<file path="src/rtl/nand_cpu.svh">
// CPU-wide sizing macros shared by the fetch-side blocks.
`ifndef NAND_CPU_SVH
`define NAND_CPU_SVH
`define PC_SIZE 16
`endif

</file>
<file path="src/rtl/branch_predictor_pkg.sv">
// Shared types and counter constants for the branch target predictor.
`include "nand_cpu.svh"

package branch_predictor_pkg;
  localparam int PC_SIZE = `PC_SIZE;

  // Tag is stored zero-extended to PC width; only pc[PC_W-1:IDX_W] is ever non-zero.
  typedef struct packed {
    logic               valid;
    logic [PC_SIZE-1:0] tag;
    logic [PC_SIZE-1:0] target;
  } bp_entry_t;

  // Reset value: weakly not-taken.
  function automatic int ctr_init(input int bits);
    return (1 << (bits - 1)) - 1;
  endfunction

  // Allocation value: weakly taken.
  function automatic int ctr_weak_taken(input int bits);
    return 1 << (bits - 1);
  endfunction
endpackage

</file>
<file path="src/rtl/branch_predictor_if.sv">
// Resolved-branch feedback bundle from execute back to the predictor.
`include "nand_cpu.svh"

interface branch_feedback_ifc #(parameter int PC_W = `PC_SIZE);
  logic            fb_branch;
  logic [PC_W-1:0] fb_pc;
  logic            fb_taken;
  logic [PC_W-1:0] fb_target;
  logic            fb_predict_taken;
  logic [PC_W-1:0] fb_predict_target;

  modport master (output fb_branch, fb_pc, fb_taken, fb_target,
                         fb_predict_taken, fb_predict_target);
  modport in     (input  fb_branch, fb_pc, fb_taken, fb_target,
                         fb_predict_taken, fb_predict_target);
endinterface

</file>
<file path="src/rtl/branch_predictor_sat_counter.sv">
// Saturating up/down counter with parallel load; exposes only the direction bit.
module sat_counter #(
  parameter int            W    = 2,
  parameter logic [W-1:0]  INIT = '0
) (
  input  logic         clk,
  input  logic         n_rst,
  input  logic         inc,
  input  logic         dec,
  input  logic         load,
  input  logic [W-1:0] load_val,
  output logic         msb
);
  localparam logic [W-1:0] MAX = {W{1'b1}};

  logic [W-1:0] count;

  always_ff @(posedge clk or negedge n_rst) begin
    if (!n_rst)                     count <= INIT;
    else if (load)                  count <= load_val;
    else if (inc && count != MAX)   count <= count + W'(1);
    else if (dec && count != '0)    count <= count - W'(1);
  end

  assign msb = count[W-1];
endmodule

</file>
<file path="src/rtl/branch_predictor.sv">
// Direct-mapped branch target buffer with per-entry saturating direction counters.
`include "nand_cpu.svh"

module branch_predictor
  import branch_predictor_pkg::*;
#(
  parameter int ENTRIES  = 16,
  parameter int CTR_BITS = 2,
  parameter int PC_W     = `PC_SIZE
) (
  input  logic            clk,
  input  logic            n_rst,
  input  logic [PC_W-1:0] lookup_pc,
  output logic            predict_taken,
  output logic [PC_W-1:0] predict_target,
  branch_feedback_ifc.in  fb,
  input  logic            flush,
  output logic            mispredict,
  output logic [PC_W-1:0] redirect_pc,
  output logic [15:0]     mispredict_count
);
  localparam int IDX_W = $clog2(ENTRIES);
  localparam logic [CTR_BITS-1:0] CTR_INIT = CTR_BITS'(ctr_init(CTR_BITS));
  localparam logic [CTR_BITS-1:0] CTR_WT   = CTR_BITS'(ctr_weak_taken(CTR_BITS));

  bp_entry_t          tbl [ENTRIES];
  logic [ENTRIES-1:0] ctr_msb;

  logic [IDX_W-1:0]   lk_idx, fb_idx;
  logic [PC_SIZE-1:0] lk_tag, fb_tag;
  logic               lk_hit, fb_hit, upd;

  assign lk_idx = lookup_pc[IDX_W-1:0];
  assign fb_idx = fb.fb_pc[IDX_W-1:0];
  assign lk_tag = PC_SIZE'(lookup_pc >> IDX_W);
  assign fb_tag = PC_SIZE'(fb.fb_pc >> IDX_W);

  assign lk_hit = tbl[lk_idx].valid && (tbl[lk_idx].tag == lk_tag);
  assign fb_hit = tbl[fb_idx].valid && (tbl[fb_idx].tag == fb_tag);

  // Reads see registered state only, so a same-index update lands next cycle.
  assign predict_taken  = lk_hit && ctr_msb[lk_idx];
  assign predict_target = predict_taken ? PC_W'(tbl[lk_idx].target)
                                        : lookup_pc + PC_W'(1);

  assign mispredict  = fb.fb_branch &&
                       ((fb.fb_taken != fb.fb_predict_taken) ||
                        (fb.fb_taken && (fb.fb_target != fb.fb_predict_target)));
  assign redirect_pc = fb.fb_taken ? fb.fb_target : fb.fb_pc + PC_W'(1);

  assign upd = fb.fb_branch && !flush;

  // Taken feedback writes target on a hit and (re)allocates tag/valid on a miss.
  always_ff @(posedge clk or negedge n_rst) begin
    if (!n_rst) begin
      for (int i = 0; i < ENTRIES; i++) tbl[i] <= '0;
    end else if (flush) begin
      for (int i = 0; i < ENTRIES; i++) tbl[i].valid <= 1'b0;
    end else if (upd && fb.fb_taken) begin
      tbl[fb_idx].valid  <= 1'b1;
      tbl[fb_idx].tag    <= fb_tag;
      tbl[fb_idx].target <= PC_SIZE'(fb.fb_target);
    end
  end

  for (genvar i = 0; i < ENTRIES; i++) begin : g_ctr
    logic sel;
    assign sel = upd && (fb_idx == IDX_W'(i));

    sat_counter #(.W(CTR_BITS), .INIT(CTR_INIT)) u_ctr (
      .clk      (clk),
      .n_rst    (n_rst),
      .inc      (sel && fb_hit && fb.fb_taken),
      .dec      (sel && fb_hit && !fb.fb_taken),
      .load     (sel && !fb_hit && fb.fb_taken),
      .load_val (CTR_WT),
      .msb      (ctr_msb[i])
    );
  end

  always_ff @(posedge clk or negedge n_rst) begin
    if (!n_rst)                                         mispredict_count <= '0;
    else if (mispredict && mispredict_count != 16'hFFFF) mispredict_count <= mispredict_count + 16'd1;
  end
endmodule

</file>
<file path="src/flat_wrapper.sv">
// flat-port wrapper written by rule: the top's interface ports become plain ports
module branch_predictor_flat import branch_predictor_pkg::*;
#(
  parameter int ENTRIES  = 16,
  parameter int CTR_BITS = 2,
  parameter int PC_W     = `PC_SIZE
)
  (clk, n_rst, lookup_pc, predict_taken, predict_target, flush, mispredict, redirect_pc, mispredict_count, fb_fb_branch, fb_fb_pc, fb_fb_taken, fb_fb_target, fb_fb_predict_taken, fb_fb_predict_target);
  branch_feedback_ifc #(.PC_W(PC_W)) fb_i ();
  input  logic clk;
  input  logic n_rst;
  input  logic [PC_W-1:0] lookup_pc;
  output logic predict_taken;
  output logic [PC_W-1:0] predict_target;
  input  logic flush;
  output logic mispredict;
  output logic [PC_W-1:0] redirect_pc;
  output logic [15:0] mispredict_count;
  input wire logic [$bits(fb_i.fb_branch)-1:0] fb_fb_branch;
  input wire logic [$bits(fb_i.fb_pc)-1:0] fb_fb_pc;
  input wire logic [$bits(fb_i.fb_taken)-1:0] fb_fb_taken;
  input wire logic [$bits(fb_i.fb_target)-1:0] fb_fb_target;
  input wire logic [$bits(fb_i.fb_predict_taken)-1:0] fb_fb_predict_taken;
  input wire logic [$bits(fb_i.fb_predict_target)-1:0] fb_fb_predict_target;
  assign fb_i.fb_branch = fb_fb_branch;
  assign fb_i.fb_pc = fb_fb_pc;
  assign fb_i.fb_taken = fb_fb_taken;
  assign fb_i.fb_target = fb_fb_target;
  assign fb_i.fb_predict_taken = fb_fb_predict_taken;
  assign fb_i.fb_predict_target = fb_fb_predict_target;
  branch_predictor #(.ENTRIES(ENTRIES), .CTR_BITS(CTR_BITS), .PC_W(PC_W)) u_core (.clk(clk), .n_rst(n_rst), .lookup_pc(lookup_pc), .predict_taken(predict_taken), .predict_target(predict_target), .fb(fb_i), .flush(flush), .mispredict(mispredict), .redirect_pc(redirect_pc), .mispredict_count(mispredict_count));
endmodule
</file>
<file path="config.mk">
export PLATFORM = sky130hd
export DESIGN_NAME = branch_predictor_flat
export DESIGN_NICKNAME = d
export VERILOG_FILES = /design/src/rtl/branch_predictor_pkg.sv /design/src/rtl/branch_predictor_if.sv /design/src/rtl/branch_predictor_sat_counter.sv /design/src/rtl/branch_predictor.sv /design/src/flat_wrapper.sv
export VERILOG_INCLUDE_DIRS = /design/src /design/src/rtl
export SDC_FILE = /design/constraint.sdc
export NUM_CORES = 1
export LEC_CHECK = 0
export ABC_AREA = 1
export BUFFER_PORTS_ARGS = -buffer_cell sky130_fd_sc_hd__buf_2
export CORE_MARGIN = 2
export CORE_UTILIZATION = 40
export CTS_CLUSTER_DIAMETER = 40
export DETAILED_ROUTE_END_ITERATION = 12
export GPL_TIMING_DRIVEN = 0
export PLACE_DENSITY = 0.64
export SYNTH_ARGS = -nofsm -noshare
export SYNTH_HDL_FRONTEND = slang
export SYNTH_HIERARCHICAL = 1
export SYNTH_SLANG_ARGS = --single-unit
</file>
<file path="constraint.sdc">
create_clock -name clk -period 2.8 [get_ports clk]
set_clock_uncertainty 0.1 [all_clocks]
set_input_delay 0.28 -clock clk [delete_from_list [all_inputs] [get_ports clk]]
set_output_delay 0.28 -clock clk [all_outputs]
set_load 0.1 [all_outputs]
</file>
==> results.json <==
{
  "ys_warn_count": 6,
  "drcViolationCount": 0,
  "drv_cap": 0,
  "setup_tns_ns": -5.94,
  "reg2reg_slack_ns": 0.04,
  "cts_max_path_buffers": 3,
  "final.min_clock_period_ns": 3.20,
  "io_pins": 120,
  "drive_gt1_share_pct": 19.2,
  "async_reset_ff_share_pct": 100,
  "slowest_delay_ns": 0.29,
  "overflow": 0,
  "grt_max_degree": 114,
  "cp_top_family": "buffers and inverters",
  "whs_ns": 0.0310,
  "synth_top_family_by_area": "simple AND/OR/NAND/NOR gates",
  "reg2reg_depth": 20,
  "rsz0062_at_grt": "true",
  "min_path_cells": 3,
  "end_kind": "output port",
  "fin_ws_ns": -0.403,
  "path_class": "input pin to output port",
  "period_share_pct": 114,
  "tightest_slew_ns": 1.43,
  "die_area_mm2": 0.0741,
  "grt_pass1_wl_mm": 192,
  "ys_seq_elements": 512,
  "areaGrowthSynthToFinish_pct": 27.0,
  "n_fill_cell": 7083,
  "cts_root_buffer": "clkbuf_16",
  "portBuffers": 111,
  "synth_edf_count": 0,
  "fp.dieW_um": 272,
  "place_congestion": 1.09,
  "synth-simple-area-share_pct": 29.1,
  "nNetsFinal": 4460,
  "finalMaxSlewViolations": 0,
  "die_h_um": 272,
  "synthXorXnorAreaFrac_pct": 1.28,
  "clock_sinks": 512,
  "cts_buffers": 96,
  "min_from": "fb_fb_pc[13]",
  "synth.distinct_cells": 40,
  "hp-class": "input pin to flip-flop",
  "startpoint": "lookup_pc[1]",
  "vias_per_cell": 5.76,
  "drtIter0Drc": 3861,
  "synth_compound_area_share_pct": 16.2,
  "p_leak_nw": 17.3,
  "avgSynthCellArea_um2": 7.09,
  "htreeDepth": 3,
  "finalSetupViolCount": 22,
  "wl_per_cell_um": 24.4,
  "first_pass_iters": 6,
  "clock_latency_ns": 0.67,
  "num_rows": 98,
  "timing.critical_path.required_ns": 2.42,
  "internal-power_mw": 17.5,
  "dp_hpwl_mm": 92.7,
  "switching_power_mw": 8.54,
  "critPathLaunchType": "input pin",
  "final_common_cell": "nand2_1",
  "grt_usage_pct": 35.0,
  "crit_arrival_ns": 2.82,
  "violations": "setup timing",
  "antenna_found_initial": 13,
  "path_cells": "buf_2, buf_4, buf_8, buf_12, buf_6, clkbuf_2, o21ai_0, o221ai_2, nand3_1, nand3_1, nand3_1, nand2_2, buf_12",
  "path_clk_slew_ns": 0.06,
  "critPathBufInv": 7,
  "synth_adder_area_share_pct": 0.261,
  "peakVddDrop_uv": 726,
  "synth_seq_area_share_pct": 44.6,
  "coreArea_mm2": 0.0714,
  "critPathSlowestCell": "clkbuf_2",
  "power_frac_comb_pct": 19.0,
  "slew_headroom_pct": 4.65,
  "path_max_fanout": 10,
  "cts_tree": "yes",
  "synth.mux.area_fraction_pct": 0,
  "power_frac_seq_pct": 35.3,
  "first_global_vias": 29498,
  "swShare_pct": 32.8,
  "drt_wl_total_mm": 132,
  "power_density_mw_per_mm2": 712,
  "mappedNetlistArea_mm2": 0.0288,
  "worstReg2RegEnd": "u_core/g_ctr[11].u_ctr/count[1]",
  "status": "finished with violations",
  "clkPwrFrac_pct": 45.8,
  "synthCells": 4061,
  "postRouteAntennaNets": 0,
  "dr_total_vias": 31212,
  "start_util_pct": 40.3,
  "max_clock_freq_mhz": 312,
  "hold_viol": 0,
  "layout_common_cells": "nand2_1 (1288), o21ai_0 (613), dfrtp_1 (494)",
  "whs_endpoint": "u_core/tbl[91]",
  "r2r-start": "u_core/tbl[494]",
  "cp_common_cell": "nand3_1",
  "ys.flop_type": "dfrtp_1"
}
-- kinds of logic after synthesis --
logic type / after synthesis
AND/OR/NAND/NOR: 2045
buffers and inverters: 612
XOR/XNOR: 42
other: 2
AO/OA/AOI/OAI: 842
flip-flops: 512
adder cells (fa/ha/maj): 6
-- per-layer routing --
layer / part of all wire [%] / wire [µm] / track usage, % / up-vias
met5: 0.10 / 136 / 0 / -
li1: - / - / - / 13735
met3: 13 / 17300 / 11.3 / 506
met4: 7.4 / 9720 / 22.2 / 14
met1: 39 / 51100 / 45.7 / 14910
met2: 41 / 53900 / 50.0 / 2047
-- power by group through the flow --
stage,clock (mW),sequential [mW],combinational (mW)
2_1_floorplan,0,9.23,2.77
3_3_place_gp,0,9.21,4.23
3_5_place_dp,0,9.22,4.34
4_1_cts,12.0,9.13,4.58
5_1_grt,12.3,9.29,5.35
6_report,11.9,9.18,4.93
-- final cells by class --
class,instances,area (µm²),share of cell area (%)
clock inverters,69,773,2.12
clock buffers,112,2550,6.99
diodes,4,10.0,0.0274
plain buffers,273,1470,4.01
flip-flops and latches,512,12800,35.1
well taps,950,1190,3.25
inverters,337,1280,3.49
multi-input cells,2968,14700,40.1
repair buffers,196,1800,4.92
-- registers in the layout (all words and copies together) (netlist names) --
register / cells
u_core/g_ctr.u_ctr/count: 32
u_core/tbl: 464
u_core/mispredict_count: 16
-- synth_stat cells (17+ instances only) --
master / count / area (µm²)
o221ai_1: 27 / 236
nor2_1: 258 / 968
nand2_1: 1367 / 5130
o22ai_1: 25 / 156
o21ai_1: 17 / 85.1
dfrtp_1: 496 / 12400
inv_2: 25 / 93.8
nand2_2: 34 / 213
o21ai_0: 629 / 3150
xor2_1: 36 / 315
nand4_1: 22 / 138
clkbuf_1: 185 / 694
nand3_1: 304 / 1520
buf_2: 57 / 285
o211ai_1: 34 / 255
buf_4: 24 / 180
inv_1: 309 / 1160
nor2_2: 30 / 188
a21oi_1: 75 / 375
-- worst max-delay path by stage --
stage,endpoint,cells past startpoint
2_1_floorplan,redirect_pc[1],4
3_3_place_gp,u_core/mispredict_count[1],1
3_5_place_dp,u_core/g_ctr[12].u_ctr/count[1],17
4_1_cts,predict_target[13],19
5_1_grt,predict_target[13],17
6_report,predict_target[7],13
-- what timing repair did --
| item | in CTS | in global routing |
|---|---|---|
| pin swaps | 44 | 80 |
| buffers inserted | 18 | 21 |
| resized for setup | 311 | 238 |
| hold endpoints to repair | 148 | 0 |
| hold buffers | 37 | 0 |
| setup endpoints to repair | 143 | 97 |
| gates cloned | 3 | 2 |
-- worst register-to-register path: stages, from the launching register on --
cell	delay (ns)
dfrtp_1	0.35
inv_1	0.06
a21oi_1	0.12
o21ai_0	0.11
nand2_1	0.08
nand2_1	0.06
nand2_1	0.07
inv_1	0.04
nand2_1	0.22
nand2_1	0.10
nor2_1	0.09
nand2_1	0.10
nor2_4	0.28
nand2_4	0.20
clkbuf_16	0.22
nor2_4	0.13
a21oi_1	0.09
nand2_1	0.06
nand2_1	0.06
nand2_1	0.06
nand2_1	0.05
-- stage by stage --
| stage | setup slack (ns) | instances | cell area (µm²) | total power [mW] | util [%] |
|---|---|---|---|---|---|
| global route | -0.449 | 5417 | 36500 | 27.0 | 51.2 |
| finish | -0.403 | 5421 | 36600 | 26.0 | 51.2 |
| floorplan | -0.438 | 4091 | 28900 | 12.0 | - |
| detailed placement | -1.69 | 5157 | 30800 | 13.6 | 43.2 |
| global placement | -10.58 | 5152 | 30700 | 13.4 | 43.0 |
| CTS | -0.361 | 5395 | 35600 | 25.7 | 49.9 |
No activity file was read; power rests on OpenSTA's default activity.
